### config.mk
export PLATFORM = sky130hd
export DESIGN_NAME = time_set_entry
export DESIGN_NICKNAME = d
export VERILOG_FILES = /design/src/rtl/time_set_entry.sv
export SDC_FILE = /design/constraint.sdc
export NUM_CORES = 1
export LEC_CHECK = 0
export CORE_UTILIZATION = 50
export CTS_CLUSTER_DIAMETER = 120
export DETAILED_ROUTE_END_ITERATION = 7
export GPL_TIMING_DRIVEN = 0
export PLACE_DENSITY = 0.83
export SYNTH_ARGS = -nofsm -noshare
export SYNTH_HDL_FRONTEND = slang
export SYNTH_SLANG_ARGS = --single-unit
### constraint.sdc
create_clock -name clk -period 2.1 [get_ports clk]
set_input_delay 0.42 -clock clk [delete_from_list [all_inputs] [get_ports clk]]
set_output_delay 0.42 -clock clk [all_outputs]
set_load 0.005 [all_outputs]
### src/rtl/time_set_entry.sv
// time_set_entry: button-driven HH:MM editor for the clock and alarm.
// Edits four BCD digits in turn, starting from the current time or from the stored
// alarm copy. It then pulses a one-cycle load strobe toward the clock core.
// Build option: define TIME_SET_ENTRY_AUTOREPEAT_EN to let a held up/down button keep stepping.
// Handshake: the buttons are level inputs, and a press is a 0->1 change seen at a clock edge.
// LD_time/LD_alarm are single-cycle strobes. No back-pressure exists, so the consumer
// must take H_set*/M_set* in the cycle the strobe is high.
module time_set_entry #(
    parameter int TIMEOUT_CYCLES = 30,
    parameter int REPEAT_DELAY   = 3,
    parameter int REPEAT_RATE    = 1
) (
    input  logic       clk,
    input  logic       reset_n,
    input  logic       btn_time,
    input  logic       btn_alarm,
    input  logic       btn_up,
    input  logic       btn_down,
    input  logic       btn_next,
    input  logic       btn_cancel,
    input  logic [1:0] cur_H1,
    input  logic [3:0] cur_H0,
    input  logic [2:0] cur_M1,
    input  logic [3:0] cur_M0,
    output logic [1:0] H_set1,
    output logic [3:0] H_set0,
    output logic [2:0] M_set1,
    output logic [3:0] M_set0,
    output logic       LD_time,
    output logic       LD_alarm,
    output logic       edit_active,
    output logic [1:0] digit_sel,
    output logic [2:0] state_dbg
);

    typedef enum logic [2:0] {
        IDLE    = 3'd0,
        EDIT_H1 = 3'd1,
        EDIT_H0 = 3'd2,
        EDIT_M1 = 3'd3,
        EDIT_M0 = 3'd4,
        COMMIT  = 3'd5
    } state_e;

    localparam int B_TIME = 5, B_ALARM = 4, B_UP = 3, B_DOWN = 2, B_NEXT = 1, B_CANCEL = 0;

    state_e      state_q, state_d;
    logic [5:0]  prev_q, prev_d;
    logic [5:0]  btn_lvl, press;
    logic [1:0]  eh1_q, eh1_d, ah1_q, ah1_d;
    logic [3:0]  eh0_q, eh0_d, ah0_q, ah0_d;
    logic [2:0]  em1_q, em1_d, am1_q, am1_d;
    logic [3:0]  em0_q, em0_d, am0_q, am0_d;
    logic        target_q, target_d;        // 1 = editing the alarm
    logic [7:0]  to_q, to_d;
    logic        step_en, step_up, accepted;
    logic [3:0]  stepped;
    logic        rep_step, rep_step_up;
    logic        is_edit;

    assign btn_lvl = {btn_time, btn_alarm, btn_up, btn_down, btn_next, btn_cancel};
    assign press   = btn_lvl & ~prev_q;
    assign prev_d  = btn_lvl;
    assign is_edit = (state_q == EDIT_H1) || (state_q == EDIT_H0) ||
                     (state_q == EDIT_M1) || (state_q == EDIT_M0);

    // Step one digit up or down, wrapping within 0..max_v.
    function automatic logic [3:0] wrap_step(input logic [3:0] v, input logic [3:0] max_v,
                                             input logic up);
        if (up) return (v >= max_v) ? 4'd0 : v + 4'd1;
        else    return (v == 4'd0) ? max_v : v - 4'd1;
    endfunction

`ifdef TIME_SET_ENTRY_AUTOREPEAT_EN
    logic       rep_en_q, rep_en_d, rep_dir_q, rep_dir_d, rep_armed_q, rep_armed_d;
    logic [7:0] rep_cnt_q, rep_cnt_d;
    logic       rep_held;

    assign rep_held    = rep_dir_q ? btn_up : btn_down;
    assign rep_step_up = rep_dir_q;

    // Auto-repeat timer: first step after REPEAT_DELAY held cycles, then every REPEAT_RATE cycles.
    always_comb begin
        rep_en_d    = rep_en_q;
        rep_dir_d   = rep_dir_q;
        rep_armed_d = rep_armed_q;
        rep_cnt_d   = rep_cnt_q;
        rep_step    = 1'b0;
        if (!is_edit || press[B_CANCEL] || press[B_NEXT]) begin
            rep_en_d = 1'b0; rep_armed_d = 1'b0; rep_cnt_d = 8'd0;
        end else if (press[B_UP] || press[B_DOWN]) begin
            rep_en_d = 1'b1; rep_dir_d = press[B_UP]; rep_armed_d = 1'b0; rep_cnt_d = 8'd0;
        end else if (rep_en_q && rep_held) begin
            if (({1'b0, rep_cnt_q} + 9'd1) >= (rep_armed_q ? 9'(REPEAT_RATE) : 9'(REPEAT_DELAY))) begin
                rep_step    = 1'b1;
                rep_armed_d = 1'b1;
                rep_cnt_d   = 8'd0;
            end else begin
                rep_cnt_d = rep_cnt_q + 8'd1;
            end
        end else begin
            rep_en_d = 1'b0; rep_armed_d = 1'b0; rep_cnt_d = 8'd0;
        end
    end

    // Auto-repeat registers.
    always_ff @(posedge clk or negedge reset_n) begin
        if (!reset_n) begin
            rep_en_q    <= 1'b0;
            rep_dir_q   <= 1'b0;
            rep_armed_q <= 1'b0;
            rep_cnt_q   <= 8'd0;
        end else begin
            rep_en_q    <= rep_en_d;
            rep_dir_q   <= rep_dir_d;
            rep_armed_q <= rep_armed_d;
            rep_cnt_q   <= rep_cnt_d;
        end
    end
`else
    logic unused_repeat_params;
    assign unused_repeat_params = (REPEAT_DELAY != 0) ^ (REPEAT_RATE != 0);
    assign rep_step    = 1'b0;
    assign rep_step_up = 1'b0;
`endif

    // State register.
    always_ff @(posedge clk or negedge reset_n) begin
        if (!reset_n) state_q <= IDLE;
        else          state_q <= state_d;
    end

    // Datapath registers: button history, edit digits, alarm copy, target, timeout.
    always_ff @(posedge clk or negedge reset_n) begin
        if (!reset_n) begin
            prev_q   <= 6'd0;
            eh1_q    <= 2'd0; eh0_q <= 4'd0; em1_q <= 3'd0; em0_q <= 4'd0;
            ah1_q    <= 2'd0; ah0_q <= 4'd0; am1_q <= 3'd0; am0_q <= 4'd0;
            target_q <= 1'b0;
            to_q     <= 8'd0;
        end else begin
            prev_q   <= prev_d;
            eh1_q    <= eh1_d; eh0_q <= eh0_d; em1_q <= em1_d; em0_q <= em0_d;
            ah1_q    <= ah1_d; ah0_q <= ah0_d; am1_q <= am1_d; am0_q <= am0_d;
            target_q <= target_d;
            to_q     <= to_d;
        end
    end

    // Next state plus digit editing. Inside an edit state, one press per cycle acts,
    // in the order cancel > next > up > down > repeat.
    always_comb begin
        state_d  = state_q;
        eh1_d    = eh1_q; eh0_d = eh0_q; em1_d = em1_q; em0_d = em0_q;
        ah1_d    = ah1_q; ah0_d = ah0_q; am1_d = am1_q; am0_d = am0_q;
        target_d = target_q;
        to_d     = to_q;
        step_en  = 1'b0;
        step_up  = 1'b0;
        accepted = 1'b0;
        stepped  = 4'd0;
        unique case (state_q)
            IDLE: begin
                to_d = 8'd0;
                if (press[B_TIME]) begin
                    state_d = EDIT_H1; target_d = 1'b0;
                    eh1_d = cur_H1; eh0_d = cur_H0; em1_d = cur_M1; em0_d = cur_M0;
                end else if (press[B_ALARM]) begin
                    state_d = EDIT_H1; target_d = 1'b1;
                    eh1_d = ah1_q; eh0_d = ah0_q; em1_d = am1_q; em0_d = am0_q;
                end
            end
            EDIT_H1, EDIT_H0, EDIT_M1, EDIT_M0: begin
                accepted = 1'b1;
                if (press[B_CANCEL]) begin
                    state_d = IDLE;
                end else if (press[B_NEXT]) begin
                    unique case (state_q)
                        EDIT_H1: state_d = EDIT_H0;
                        EDIT_H0: state_d = EDIT_M1;
                        EDIT_M1: state_d = EDIT_M0;
                        default: state_d = COMMIT;
                    endcase
                end else if (press[B_UP]) begin
                    step_en = 1'b1; step_up = 1'b1;
                end else if (press[B_DOWN]) begin
                    step_en = 1'b1; step_up = 1'b0;
                end else if (rep_step) begin
                    step_en = 1'b1; step_up = rep_step_up;
                end else begin
                    accepted = 1'b0;
                end
                if (accepted) begin
                    to_d = 8'd0;
                end else if (({1'b0, to_q} + 9'd1) >= 9'(TIMEOUT_CYCLES)) begin
                    state_d = IDLE;
                    to_d    = 8'd0;
                end else begin
                    to_d = to_q + 8'd1;
                end
            end
            COMMIT: begin
                state_d = IDLE;
                if (target_q) begin
                    ah1_d = eh1_q; ah0_d = eh0_q; am1_d = em1_q; am0_d = em0_q;
                end
            end
            default: state_d = IDLE;
        endcase

        if (step_en) begin
            unique case (state_q)
                EDIT_H1: begin
                    stepped = wrap_step({2'b00, eh1_q}, 4'd2, step_up);
                    eh1_d   = stepped[1:0];
                    // Moving into the 20s pulls an out-of-range hour digit down to 3.
                    if (stepped[1:0] == 2'd2 && eh0_q > 4'd3) eh0_d = 4'd3;
                end
                EDIT_H0: begin
                    stepped = wrap_step(eh0_q, (eh1_q == 2'd2) ? 4'd3 : 4'd9, step_up);
                    eh0_d   = stepped;
                end
                EDIT_M1: begin
                    stepped = wrap_step({1'b0, em1_q}, 4'd5, step_up);
                    em1_d   = stepped[2:0];
                end
                EDIT_M0: begin
                    stepped = wrap_step(em0_q, 4'd9, step_up);
                    em0_d   = stepped;
                end
                default: ;
            endcase
        end
    end

    // Outputs decoded from the current state.
    always_comb begin
        edit_active = is_edit;
        digit_sel   = 2'd0;
        LD_time     = (state_q == COMMIT) && !target_q;
        LD_alarm    = (state_q == COMMIT) && target_q;
        state_dbg   = state_q;
        unique case (state_q)
            EDIT_H0: digit_sel = 2'd1;
            EDIT_M1: digit_sel = 2'd2;
            EDIT_M0: digit_sel = 2'd3;
            default: digit_sel = 2'd0;
        endcase
    end

    assign H_set1 = eh1_q;
    assign H_set0 = eh0_q;
    assign M_set1 = em1_q;
    assign M_set0 = em0_q;

endmodule
; Yosys cells after proc, flatten, opt, wreduce, memory -nomap -nowiden
; Cells that the tools add are included.
[word_totals]
register_bits = 44
latch_bits = 0
mem_bits_rw = 0
romBits = 0
elab_cells = 117
mem_count = 0
[classes]
add_sub_neg = 10
mul = 0
div_mod_pow = 0
magnitude_cmp = 6
n_eq_ne = 8
shift = 0
mux = 62
n_bitwise = 2
n_reduce_logical = 17
[op_table]
columns = operator, n
row1 = $mux W4, 17
row2 = $mux W3, 14
row3 = $mux W2, 10
row4 = $mux W8, 2
row5 = $pmux W8 S2, 1
row6 = $mux W1, 14
row7 = $add A8 B1 Y9 const B, 1
row8 = $ge A9 B5 Y1 const B, 1
row9 = $pmux W3 S3, 1
row10 = $add A4 B1 Y4 const B, 2
row11 = $add A8 B1 Y8 const B, 1
row12 = $logic_not A4 Y1, 2
row13 = $pmux W4 S2, 1
row14 = $sub A4 B1 Y4 const B, 2
row15 = $and A6 B6 Y6, 1
row16 = $eq A3 B2 Y1 const B, 2
row17 = $eq A3 B3 Y1 const B, 2
row18 = $logic_not A3 Y1, 2
row19 = $not A6 Y6, 1
row20 = $pmux W2 S3, 1
row21 = $pmux W3 S2, 1
row22 = $eq A2 B2 Y1 const B, 2
row23 = $ge A4 B4 Y1, 1
row24 = $ge A4 B4 Y1 const B, 1
row25 = other kinds (16), 22

; Longest topological paths before layout
; Gate-level depths: netlist (run 1).
[depth]
depth_word = 14
depth_mapped = 9
depth_no_buf = 9

; Least setup slack after synthesis (run 1)
; No wires, ideal clock.
[synth_path]
path_type = reg2reg
start = register eh1_q[0], in the netlist H_set1[0]
end = register eh0_q[0], in the netlist H_set0[0]
setup_ns = 0.126
arrival_ns = 1.825
required_time_ns = 1.974
path_slack_ns = 0.149
stages_incl_launch_ff = 9
n_path_buf = 0
synth_period_minus_slack_ns = 1.951
path_cell_list = dfrtp_1 inv_1 ha_1 inv_1 ha_1 a211o_1 a21oi_1 or3_1 a311o_1
[synth_via]
elab_chain_len = 10
[synth_lines]
columns = element, line_no
row1 = "start, declared", 50  ; logic [1:0] eh1_q, eh1_d, ah1_q, ah1_d;
row2 = "start signal, assigned", 143  ; eh1_q <= eh1_d; eh0_q <= eh0_d; em1_q <= em1_d; em0_q <= em0_d;
row3 = $sub A2 B1 Y2 (tied with other cells), 71  ; else return (v == 4'd0) ? max_v : v - 4'd1;
row4 = "$mux W2, on equally long branches", "71, 70"
row5 = $mux W2, 70  ; if (up) return (v >= max_v) ? 4'd0 : v + 4'd1;
row6 = $mux W2, 212  ; unique case (state_q)
row7 = $mux W2, 211  ; if (step_en) begin
row8 = $eq A2 B2 Y1, 217  ; if (stepped[1:0] == 2'd2 && eh0_q > 4'd3) eh0_d = 4'd3;
row9 = $logic_and A1 B1 Y1, 217
row10 = $mux W4, 217
row11 = $pmux W4 S2 *, 212
row12 = $mux W4 *, 211
row13 = net eh0_d[0], 51  ; logic [3:0] eh0_q, eh0_d, ah0_q, ah0_d;
row14 = "end signal, assigned", 143
row15 = "end, declared", 51
; The timed path passes the listed nets; every way through them passes the cells marked *. The select of a mux whose other input is x is not followed.
; A chain may end at the register's enable or synchronous reset.

; Worst setup path in the final report (run 1)
[layout_path]
start = input port btn_next
end = register eh0_q[3], in the netlist H_set0[3]
[layout_via]
elab_chain_len = 12
[layout_lines]
columns = element, line_no
row1 = "start, declared", 19  ; input logic btn_next,
row2 = $and A6 B6 Y6 *, 62  ; assign press = btn_lvl & ~prev_q;
row3 = $mux W1, 177  ; end else if (press[B_NEXT]) begin
row4 = $mux W1, 175  ; if (press[B_CANCEL]) begin
row5 = $mux W1, 162  ; unique case (state_q)
row6 = $mux W2, 70
row7 = $mux W2, 212
row8 = $mux W2, 211
row9 = $eq A2 B2 Y1, 217
row10 = $logic_and A1 B1 Y1, 217
row11 = $mux W4, 217
row12 = $pmux W4 S2, 212
row13 = $mux W4 *, 211
row14 = net eh0_d[3], 51
; Marked as above.

==> run metrics, run 1 <==
status=completed; die area=between 6000 and 7000 µm²; Relative slew margins=54.59%; Setup crit start kind=input port; Final Max Slew Viols=0; final non-filler cell total=between 400 and 500; layout cells sized above 1=about a fifth; die width=77.49 µm; die height=77.49 µm; Yosys warning count=0; CP Max Fanout=10; Tot GR Track Use=between 20% and 30%; Top Metal Used=met4; DR WL met2=roughly 3800 µm; Synth area leaders=dfrtp_1 (39%), ha_1 (7.5%), nand2_1 (5.7%), o21ai_0 (3.9%), nand3_1 (2.8%); Worst Setup SP=btn_next; Tightest Hold Check Type=input port to async pin; Post-Syn Nets=351; largest net degree at the start of global routing=29; antenna-violating nets left=0; CP endpoint kind=flip-flop; reg-to-reg critical path startpoint=H_set1[0]; Final period util=97.20%; via count=around 2800; final setup vio count=0; port bufs=41; antenna violations before repair=0; Pleak=~0.0016 µW; NumNets Final=414; clock tree buffer depth=2; Crit path arrival time=2.21 ns; global-route wire length before repair=about 13000 µm; Yosys top cell area share=just under 40%; fmax=between 400 and 500 MHz; Primary FF master, synth=dfrtp_1; max_cap viols=0; placed cells=427; PnR worst setup slack=0.05889 ns; Starting Density=roughly half; CTS tree=yes; Tot Pwr=between 4000 and 5000 µW; skew final=0.01008 ns; DP HPWL=5087 µm; synth unique cells=63; Req. time, crit path=approximately 2.3 ns; WL per Instance=17.85 µm; Yosys reg bits=44; cts bufs inserted=5; later-pin clock latency in the skew report=0.30 ns; Synth area leader=dfrtp_1; maximum vdd drop=between 0.0007 and 0.0008 V; M1 WL=~3400 µm; overall routed net length=8014 µm; vias per cell=6.129; final global-route overflow total=0; fraction of registers with async set/reset=100.0%; dpl cell area=3364 µm²; Routed met3 length=566 µm; netlist area before placement=~2800 µm²; dpl ws=-0.4219 ns; Clk pin slew, worst setup/hold paths=approximately 0.090 ns; Ports=42; Final Wtd Congestion=between 0.9 and 1; post-layout util=67.83%; htree depth=2; antenna cell count=0; Final Critical Period=roughly 2 ns; 1st-pass router iterations=5; Post-synth EDFFs=0; Mapped Cells=313; clock sink total=44; number of remaining DRC errors=0; Cell Rows=27; vias in the first global route=2554; fin area=3735 µm²; Mean Syn Cell Area=9.102 µm²; final hold viol count=0; core area=roughly 5500 µm²; Worst Tran Pin Value=0.6766 ns; Cell Pwr Density=1223 nW/µm²; kind of critical path=input port to flip-flop; DRT iter0 DRCs=285; root buffer cell=clkbuf_8; Seq/Total Area, Yosys=38.65%; area delta synth->final=31.09%
-- area by class of cell --
class	instances	area [µm²]
timing repair buffer	58	551.8
multi-input combinational	240	1750
fill	402	1772
inverter	14	60.06
buffer	13	88.84
tap	72	90.09
sequential	44	1101
clock inverter	2	10.01
clock buffer	6	82.58
-- synth_stat cells, types with 3 or more instances --
cell,instances
o21ai_0,22
buf_6,3
buf_2,4
dfrtp_1,44
o21ai_1,4
a211o_1,3
inv_1,13
nand2b_1,10
nand3_1,16
a21oi_1,15
clkbuf_1,6
o211ai_1,6
a22o_1,3
nor2b_1,7
o31ai_1,5
mux2i_1,7
and2_1,3
a31oi_1,4
nor2_1,13
nand2_1,43
ha_1,17
mux2_2,5
o22ai_1,7
-- per-stage QoR --
stage                TNS, ns  hold slack [ns]
finish                     0          0.03409
global route        -0.01828          0.07232
CTS                        0          0.04834
detailed placement    -5.081           0.3723
global placement      -31.40           0.4627
floorplan                  0           0.1244
-- placed cells by master, fill, tap and decap left out, drive strengths merged, types with 5 or more instances in the layout --
cell,count
nand3,16
o21ai,28
o211ai,6
dfrtp,44
mux2,5
o22ai,8
clkbuf,12
ha,17
nor2,14
o31ai,5
nor2b,7
buf,25
a21oi,15
inv,14
dlygate4sd2,5
clkdlybuf4s50,35
mux2i,7
nand2,43
nand2b,11
-- worst max-delay path: stages --
cell,delay (ns)
clkdlybuf4s50_1,0.42
nor2b_1,0.15
buf_4,0.18
nor3_4,0.23
buf_12,0.16
nand4b_1,0.14
a211oi_4,0.37
o32ai_2,0.13
-- layer usage --
layer  up-vias  global-route usage [%]
met4         0                   9.245
met3        24                   4.941
met2       148                   42.74
met1      1325                   36.42
met5         -                       0
li1       1255                       -
-- where the power goes --
part	switching (µW)	leakage [µW]	internal (µW)
registers	302	0.000560	1100
logic	1350	0.00103	1240
clock network	309	0.0000510	263
-- sequential cells by signal, indices dropped and copies added, names as in the netlist --
name and cells:
to_q 8, prev_q 6, H_set0 4, M_set0 4, ah0_q 4, am0_q 4, M_set1 3, am1_q 3
state_dbg 3, H_set1 2, ah1_q 2, target_q 1
-- worst paths after layout --
check / end / slack [ns] / cells past startpoint
hold reg to reg: ah1_q[1] / 0.49 / 2
setup reg to reg: H_set0[0] / 0.10 / 8
max in group asynchronous: to_q[3] / 1.56 / 2
setup / recovery: H_set0[3] / 0.06 / 8
min in group clk: ah1_q[1] / 0.49 / 2
hold / removal: am1_q[2] / 0.03 / 1
-- cells by family (layout without fill, tap and decap cells) --
| logic type | count (synthesis) | in the layout | synth area share [%] |
|---|---|---|---|
| AOI/OAI and AO/OA | 95 | 95 | 22.84 |
| xor gates and xnor gates | 4 | 4 | 1.230 |
| adders and majority gates | 17 | 17 | 7.466 |
| buffers and inverters | 29 | 93 | 4.830 |
| DFF | 44 | 44 | 38.65 |
| muxes | 12 | 12 | 4.436 |
| and+or+nand+nor | 112 | 112 | 20.55 |
-- what timing repair did --
item	CTS	global route
pin swaps	3	8
hold endpoints to repair	0	0
resized for setup	28	19
endpoints found under the setup margin	16	11
setup buffers	9	7
hold buffers	0	0
(Power assumes the default switching activity.)
==> run 2, diff against run 1 <==
--- a/config.mk
+++ b/config.mk
@@ -6,7 +6,6 @@
 export NUM_CORES = 1
 export LEC_CHECK = 0
 export CORE_UTILIZATION = 50
-export CTS_CLUSTER_DIAMETER = 120
 export DETAILED_ROUTE_END_ITERATION = 7
 export GPL_TIMING_DRIVEN = 0
 export PLACE_DENSITY = 0.83
==> results of run 2 <==
No change in the layout: final DEF, timing and power equal those of run 1.
==> run 3, diff against run 2 <==
--- a/config.mk
+++ b/config.mk
@@ -5,10 +5,11 @@
 export SDC_FILE = /design/constraint.sdc
 export NUM_CORES = 1
 export LEC_CHECK = 0
-export CORE_UTILIZATION = 50
+export CORE_MARGIN = 2
+export CORE_UTILIZATION = 45
 export DETAILED_ROUTE_END_ITERATION = 7
 export GPL_TIMING_DRIVEN = 0
-export PLACE_DENSITY = 0.83
+export PLACE_DENSITY = 0.77
 export SYNTH_ARGS = -nofsm -noshare
 export SYNTH_HDL_FRONTEND = slang
 export SYNTH_SLANG_ARGS = --single-unit
==> run metrics, run 3 (synthesis results as in run 1) <==
final non-filler cell total=459 (+2.2%); R2R Path End=H_set0[0]; area delta synth->final=33.42%; most common cell after layout, fill and taps aside=dfrtp_1; max_cap viols=0 (unchanged); fin area=3801 µm² (+1.8%); Relative slew margins=56.36% (+1.8 points); antenna-violating nets left=0 (unchanged); status=completed; Final Wtd Congestion=0.9069 (-2.6%); Final period util=97.68% (+0.48 points); die height=83.57 µm (+7.9%); Final Max Slew Viols=0 (unchanged); Most Crowded Layer GR=met2; CTS tree=yes; kind of critical path=input port to flip-flop; htree depth=2 (unchanged); clock tree buffer depth=2 (unchanged); Tightest Hold Check Type=input port to async pin; GR Layer Usage met3=3.660% (-1.3 points); CP Max Fanout=10 (unchanged); cts bufs inserted=5 (unchanged); port bufs=41 (unchanged); placed cells=430 (+0.70%); core area=6026 µm² (+9.4%); antenna cell count=0 (unchanged); CP endpoint kind=flip-flop; NumNets Final=421 (+1.7%); vias in the first global route=2640 (+3.4%); final setup vio count=0 (unchanged); Final Critical Period=2.051 ns (+0.01011 ns); met2 usage=36.36% (-6.4 points); P_sw=1948 µW (-0.49%); later-pin clock latency in the skew report=0.30 ns (about the same); 1st-pass router iterations=4 (-1); Int Power=2751 µW (+5.4%); Worst Tran Pin Value=0.6502 ns (-0.02634 ns); Tot GR Track Use=21.97% (-4.8 points); overall routed net length=7949 µm (-0.81%); Seq pwr share=29.8% (-1.0 points); Clk pin slew, worst setup/hold paths=0.09 ns (about the same); clock group share of total power=14.1% (+1.6 points); largest net degree at the start of global routing=27 (-6.9%); clock sink total=44 (unchanged); WL per Instance=17.32 µm (-3.0%); dpl cell area=3368 µm² (+0.11%); Cell Rows=28 (+3.7%); antenna violations before repair=0 (unchanged); Sw Ratio=41.46% (-1.4 points); Setup crit start kind=input port; DP HPWL=5234 µm (+2.9%); reg-to-reg critical path startpoint=H_set1[0]; skew final=0.008729 ns (-0.001352 ns); Largest regs=to_q x8, prev_q x6; setup TNS=0 ns (unchanged); die area=6984 µm² (+16%); largest reg by FF count=to_q; final hold viol count=0 (unchanged); fmax=487.5 MHz (-0.49%); die width=83.57 µm (+7.9%); post-layout util=63.08% (-4.7 points); Starting Density=47.28% (-4.5 points); via count=2748 (-0.15%); final global-route overflow total=0 (unchanged); vias per cell=5.987 (-2.3%); max reg flops=8 (unchanged); cts-stage hold buffer count=0 (unchanged); number of remaining DRC errors=0 (unchanged); setup slack, reg-to-reg=0.10 ns (about the same); layout cells sized above 1=19.79% (+0.43 points); DRT iter0 DRCs=214 (-25%); root buffer cell=clkbuf_8; Final Hold Slack=0.06384 ns (+0.02975 ns); Cell Pwr Density=1236 nW/µm² (+1.1%); commonest non-fill, non-tap cells in the layout=dfrtp_1 (44), nand2_1 (41), clkdlybuf4s50_1 (35); Req. time, crit path=2.27 ns (about the same); maximum vdd drop=0.0005502 V (-25%); Pleak=0.001685 µW (+2.9%); Logic pwr share=56.1% (-0.6 points); Crit path arrival time=2.22 ns (about the same); Reg2Reg Depth=8 (unchanged); global-route wire length before repair=12580 µm (-0.98%); Ports=42 (unchanged); met1 global-route usage=29.42% (-7.0 points)
## run 3: timing repair
item / 4_1_cts / 5_1_grt
endpoints found under the setup margin: 15 / 12
resized for setup: 25 / 23
hold endpoints to repair: 0 / 0
cloned: 0 / 0
pin swaps: 3 / 3
setup buffers: 9 / 13
## run 3: layout make-up
class	instances	area, µm²
tap	75	93.84
buffer	14	103.9
inverter	14	60.06
clock inverter	2	35.03
timing repair buffer	64	595.6
multi-input combinational	240	1739
fill	482	2225
sequential	44	1101
clock buffer	6	72.57
## run 3: per-stage QoR
step	total power (µW)	setup slack, ns
finish	4699	0.04878
global route	5057	-0.04154
CTS	4436	0.001284
detailed placement	3596	-0.4539
global placement	3523	-0.6231
floorplan	2797	0.1489
## run 3: how the worst max path moves through the flow
stage	from	end	slack, ns
5_1_grt	btn_next	H_set0[1]	-0.04
3_3_place_gp	reset_n	M_set1[2]	-0.62
2_1_floorplan	H_set1[0]	H_set0[0]	0.15
4_1_cts	H_set1[0]	H_set0[3]	0.001
3_5_place_dp	btn_time	H_set1[0]	-0.45
6_report	btn_next	H_set0[3]	0.05
## run 3: power by group through the flow
stage | clock, µW | sequential [µW] | combinational [µW]
floorplan | 0 | 1350 | 1450
global placement | 0 | 1380 | 2140
detailed placement | 0 | 1400 | 2200
CTS | 664 | 1390 | 2380
global route | 696 | 1450 | 2910
finish | 662 | 1400 | 2640
## run 3: critical path: stages
cell	delay (ns)
clkdlybuf4s50_1	0.43
nor2b_1	0.15
buf_4	0.18
nor3_4	0.22
buf_6	0.16
nand4b_1	0.16
a211oi_4	0.34
o32ai_1	0.15
## run 3: layer usage
| metal | part of all wire, % | wire [µm] | up-vias |
|---|---|---|---|
| met5 | 0 | 0 | - |
| met4 | 1.1 | 89 | 0 |
| met3 | 5.4 | 432 | 9 |
| met2 | 49 | 3914 | 105 |
| met1 | 44 | 3513 | 1361 |
| li1 | - | - | 1273 |
==> RTL edit 1, RTL diff (settings of run 1) <==
The option `TIME_SET_ENTRY_AUTOREPEAT_EN` is turned on by a define.
--- a/src/rtl/time_set_entry.sv
+++ b/src/rtl/time_set_entry.sv
@@ -5,6 +5,8 @@
 // Handshake: the buttons are level inputs, and a press is a 0->1 change seen at a clock edge.
 // LD_time/LD_alarm are single-cycle strobes. No back-pressure exists, so the consumer
 // must take H_set*/M_set* in the cycle the strobe is high.
+`define TIME_SET_ENTRY_AUTOREPEAT_EN
+
 module time_set_entry #(
     parameter int TIMEOUT_CYCLES = 30,
     parameter int REPEAT_DELAY   = 3,
Check against the original RTL: not equivalent (Yosys sat finds a counterexample within 10 cycles, from zero or initial values and one cycle with reset_n low).
==> RTL edit 1 against run 1 <==
- the flow now finishes with violations (setup timing)
- clock skew up 0.0040 ns
- wire length rose by 23%
- worst setup slack worse by 0.77 ns
- clock power grew 30%
- total power increased by 13%
- sequential power rose by 15%
- sequential share of layout area grew 1.9 points
- sequential cell count rose by 11
- synthesized cell count up 17%
- final area is 18% higher
- core utilization is 5.0 points higher
- count of clock-buffer cells in the layout down 1
- hold slack improved by 0.0063 ns
- area after synthesis grew 11%
- critical path type is now reg2reg
- largest cell class unchanged
==> RTL edit 1: results (changes against run 1) <==
- Vias after detailed routing: 3240 (was 2752)
- Worst-path maximum fanout: 4 (was 10)
- Non-clk invs: 19 (was 14)
- DP Worst Slack: -0.924 ns (was -0.422 ns)
- Clock transition at path regs: 0.11 ns (was 0.09 ns)
- Sequential fraction of the synthesis area: 43.4% (was 38.6%)
- Post-route setup slack: -0.712 ns (was 0.0589 ns)
- Failing checks: setup timing
- Largest net degree at the start of global routing: 36 (was 29)
- Clock-cell share: 2.62% (was 2.48%)
- Cell Pwr Density: 1180 nW/um2 (was 1220 nW/um2)
- Combinational group share of total power: 54.4% (was 56.7%)
- Vias in the first global route: 3005 (was 2554)
- Post-synthesis cell type count: 53 (was 63)
- Initial DRC count: 417 (was 285)
- Critical Path Source: rep_cnt_q[0] (was btn_next)
- Main area contributors after synthesis: dfrtp_1, nand2_1, ha_1 (was dfrtp_1, ha_1, nand2_1)
- DR WL/cell: 18.8 um (was 17.8 um)
- Die extent in x: 81.7 um (was 77.5 um)
- Critical-path top delay cell: dfrtp_1 (was clkdlybuf4s50_1)
- Crit path to: H_set0[1] (was H_set0[3])
- Worst-Margin Slew: 0.650 ns (was 0.677 ns)
- Layout cell share with drive strength beyond 1: 21.4% (was 19.4%)
- Final setup viols: 18 (was 0)
- FILL cells: 425 (was 402)
- Clk_lat worst skew: 0.33 ns (was 0.30 ns)
- Worst EP arrival: 3.07 ns (was 2.21 ns)
- Final core utilization: 72.8% (was 67.8%)
- Number of multi-input combinational cells: 281 (was 240)
- Post-detailed-placement half-perimeter wirelength: 5510 um (was 5090 um)
- Status: finished, violations left (was complete, no violations)
- VDD IR max: 738 uV (about the same)
- Routed wl met3: 809 um (was 566 um)
- First-pass GRT wire length: 14400 um (was 12700 um)
- Flop pwr share: 31.2% (was 30.8%)
- Non-CTS buffers: 86 (was 71)
- Post-Place Cell Area: 3750 um2 (was 3360 um2)
- Total wire length: 9870 um (was 8010 um)
- Post-Place Cells: 489 (was 427)
- Synth top cells by count: nand2_1, dfrtp_1, o21ai_0, nor2_1, a21oi_1 (was dfrtp_1, nand2_1, o21ai_0, ha_1, nand3_1)
- Seq_cells: 55 (was 44)
- Postcts setup bufs: 20 (was 9)
- M1 WL: 3860 um (was 3370 um)
- DR WL met2: 4750 um (was 3830 um)
- Gr usage total: 28.7% (was 26.8%)
==> RTL edit 1: cell count changes after synthesis, moves of 4 or more <==
| cell | delta |
|---|---|
| nor3_1 | +4 |
| nor2_1 | +18 |
| o21ai_0 | +11 |
| dfrtp_1 | +11 |
| inv_1 | +6 |
| a21oi_1 | +10 |
| mux2i_1 | -4 |
| mux2_2 | -4 |
| nand3_1 | -4 |
| nand2_1 | +19 |
| clkbuf_1 | +5 |
==> RTL edit 1: cell families after synthesis <==
kind of cell / after synthesis / share of synthesized area [%]
xor+xnor: 4 / 1.10
flops: 55 / 43.4
mux: 4 / 1.30
buf+inv: 36 / 4.89
fa+ha+maj: 18 / 7.10
compound gates: 110 / 22.0
other cells: 1 / 0.118
simple gates: 139 / 20.1
==> RTL edit 1: metal layers <==
layer	up-vias	track usage [%]
met1	1551	37.6
met3	44	4.11
met5	-	0
met4	0	13.7
li1	1439	-
met2	206	46.8
==> RTL edit 2, RTL diff (settings of run 1) <==
Made on the original files. Register the output `state_dbg`, with the module's reset; this adds one clock of latency there. The other outputs are not delayed to match.
--- a/src/rtl/time_set_entry.sv
+++ b/src/rtl/time_set_entry.sv
@@ -44,6 +44,8 @@
 
     localparam int B_TIME = 5, B_ALARM = 4, B_UP = 3, B_DOWN = 2, B_NEXT = 1, B_CANCEL = 0;
 
+    logic [2:0] state_dbg_d;
+
     state_e      state_q, state_d;
     logic [5:0]  prev_q, prev_d;
     logic [5:0]  btn_lvl, press;
@@ -239,7 +241,7 @@
         digit_sel   = 2'd0;
         LD_time     = (state_q == COMMIT) && !target_q;
         LD_alarm    = (state_q == COMMIT) && target_q;
-        state_dbg   = state_q;
+        state_dbg_d = state_q;
         unique case (state_q)
             EDIT_H0: digit_sel = 2'd1;
             EDIT_M1: digit_sel = 2'd2;
@@ -253,4 +255,12 @@
     assign M_set1 = em1_q;
     assign M_set0 = em0_q;
 
+    always_ff @(posedge clk or negedge reset_n) begin
+        if (!reset_n) begin
+            state_dbg <= '0;
+        end else begin
+            state_dbg <= state_dbg_d;
+        end
+    end
+
 endmodule
Formal check against the unedited RTL: not equivalent (Yosys sat finds a counterexample within 4 cycles, from zero or initial values and one cycle with reset_n low).
==> RTL edit 2 against run 1 <==
- area after synthesis down 1.8%
- sequential share of layout area rose by 3.4 points
- total power down 6.3%
- count of clock-buffer cells in the layout rose by 1
- sequential cell count increased by 3
- first-iteration DRC count fell by 37%
- synthesized cell count increased by 4.8%
- combinational power is 14% lower
- final area decreased by 4.3%
- critical path depth did not move
- hold slack gained 0.025 ns
- cell count up 1.3%
- worst setup slack worse by 0.030 ns
- wire length shrank 8.6%
- critical endpoint unchanged
==> RTL edit 2: results (changes against run 1) <==
- Status: complete, no violations (unchanged)
- Gr usage total: 26.0% (was 26.8%)
- Post-CTS sizing: 29 (was 28)
- Clk_lat worst skew: 0.31 ns
- Sequential Power: 1.45 mW (was 1.41 mW)
- Sequential fraction of the synthesis area: 42.0% (was 38.6%)
- Critical-path top delay cell: dfrtp_2 (was clkdlybuf4s50_1)
- First-pass GRT wire length: 12000 um (was 12700 um)
- Power Internal: 2.54 mW (was 2.61 mW)
- Finished Layout Cells: 455 (was 449)
- Logic power comb: 2.22 mW (was 2.59 mW)
- GPL Wtd Cong: 0.881 (was 0.931)
- DR WL met2: 3580 um (was 3830 um)
- Worst-path maximum fanout: 4 (was 10)
- Worst EP arrival: 2.25 ns (was 2.21 ns)
- Postcts setup bufs: 3 (was 9)
- Layout cell share with drive strength beyond 1: 11.4% (was 19.4%)
- Crit path max-delay family: simple AND/OR/NAND/NOR gates (was buffers and inverters)
- M1 WL: 3190 um (was 3370 um)
- Initial DRC count: 180 (was 285)
- Post-detailed-placement half-perimeter wirelength: 5050 um (was 5090 um)
- Post-synthesis cell type count: 49 (was 63)
- Critical Path Source: state_dbg_d[2] (was btn_next)
- Synth top cells by count: nand2_1, dfrtp_1, o21ai_0, a21oi_1, nor2_1 (was dfrtp_1, nand2_1, o21ai_0, ha_1, nand3_1)
- Synthesized Nets: 366 (was 351)
- Vias in the first global route: 2571 (was 2554)
- Average cell area after synthesis: 8.53 um2 (was 9.10 um2)
- Routed wl met3: 420 um (was 566 um)
- VDD IR max: 632 uV (was 738 uV)
- DR WL/cell: 16.1 um (was 17.8 um)
- Clock skew: 0.0107 ns (was 0.0101 ns)
- R2R Path End: H_set0[3] (was H_set0[0])
- Largest net degree at the start of global routing: 29 (unchanged)
- Post-Place Cells: 440 (was 427)
- Reg2reg setup slack: 0.03 ns (was 0.10 ns)
- Via density per instance: 5.92 (was 6.13)
- Worst-Margin Slew: 0.496 ns (was 0.677 ns)
- Main area contributors after synthesis: dfrtp_1, ha_1, nand2_1 (unchanged)
- Crit path kind: reg2reg (was in2reg)
- Leakage: 1.58 nW (was 1.64 nW)
- Net count, final: 422 (was 414)
- Largest registers: to_q: 8 flops, prev_q: 6 flops (unchanged)
RTL edit 2: cell count changes after synthesis, moves of 4 or more:
| cell | change |
|---|---|
| nand3_1 | -6 |
| o31ai_1 | -5 |
| clkbuf_1 | +4 |
| o211ai_1 | -4 |
| nor3_1 | +9 |
| a21oi_1 | +11 |
| o21ai_0 | +9 |
| nor2_1 | +8 |
| nand2_1 | +13 |
| mux2_2 | -4 |
RTL edit 2: cell families after synthesis:
family,count (synthesis),synth area share (%)
and+or+nand+nor,131,22.6
AOI/OAI and AO/OA,93,20.2
DFF,47,42.0
buffers and inverters,30,4.20
adders and majority gates,17,7.60
xor gates and xnor gates,5,1.56
muxes,5,1.83
RTL edit 2: layer usage:
metal,vias up,track usage (%)
met5,-,0
met4,0,11.3
met3,11,4.29
met2,111,42.9
met1,1299,33.5
li1,1274,-
RTL edit 2: layout make-up:
| class | instances | area (um2) |
|---|---|---|
| fill | 407 | 1660 |
| multi-input combinational | 251 | 1570 |
| sequential | 47 | 1180 |
| timing repair buffer | 49 | 480 |
| clock buffer | 7 | 96.3 |
| buffer | 14 | 92.6 |
| tap | 70 | 87.6 |
| inverter | 16 | 60.1 |
| clock inverter | 1 | 7.51 |
RTL edit 2: through the flow:
step	setup slack [ns]	power, mW	util (%)	instance area [um2]	hold slack [ns]
5_1_grt	-0.0584	4.60	68.3	3580	0.0830
2_1_floorplan	0.209	2.69	-	2800	0.124
3_5_place_dp	-0.574	3.43	63.2	3310	0.360
3_3_place_gp	-0.682	3.35	62.9	3300	0.354
4_1_cts	0.0102	4.19	67.2	3520	0.0673
6_report	0.0291	4.28	68.3	3580	0.0589
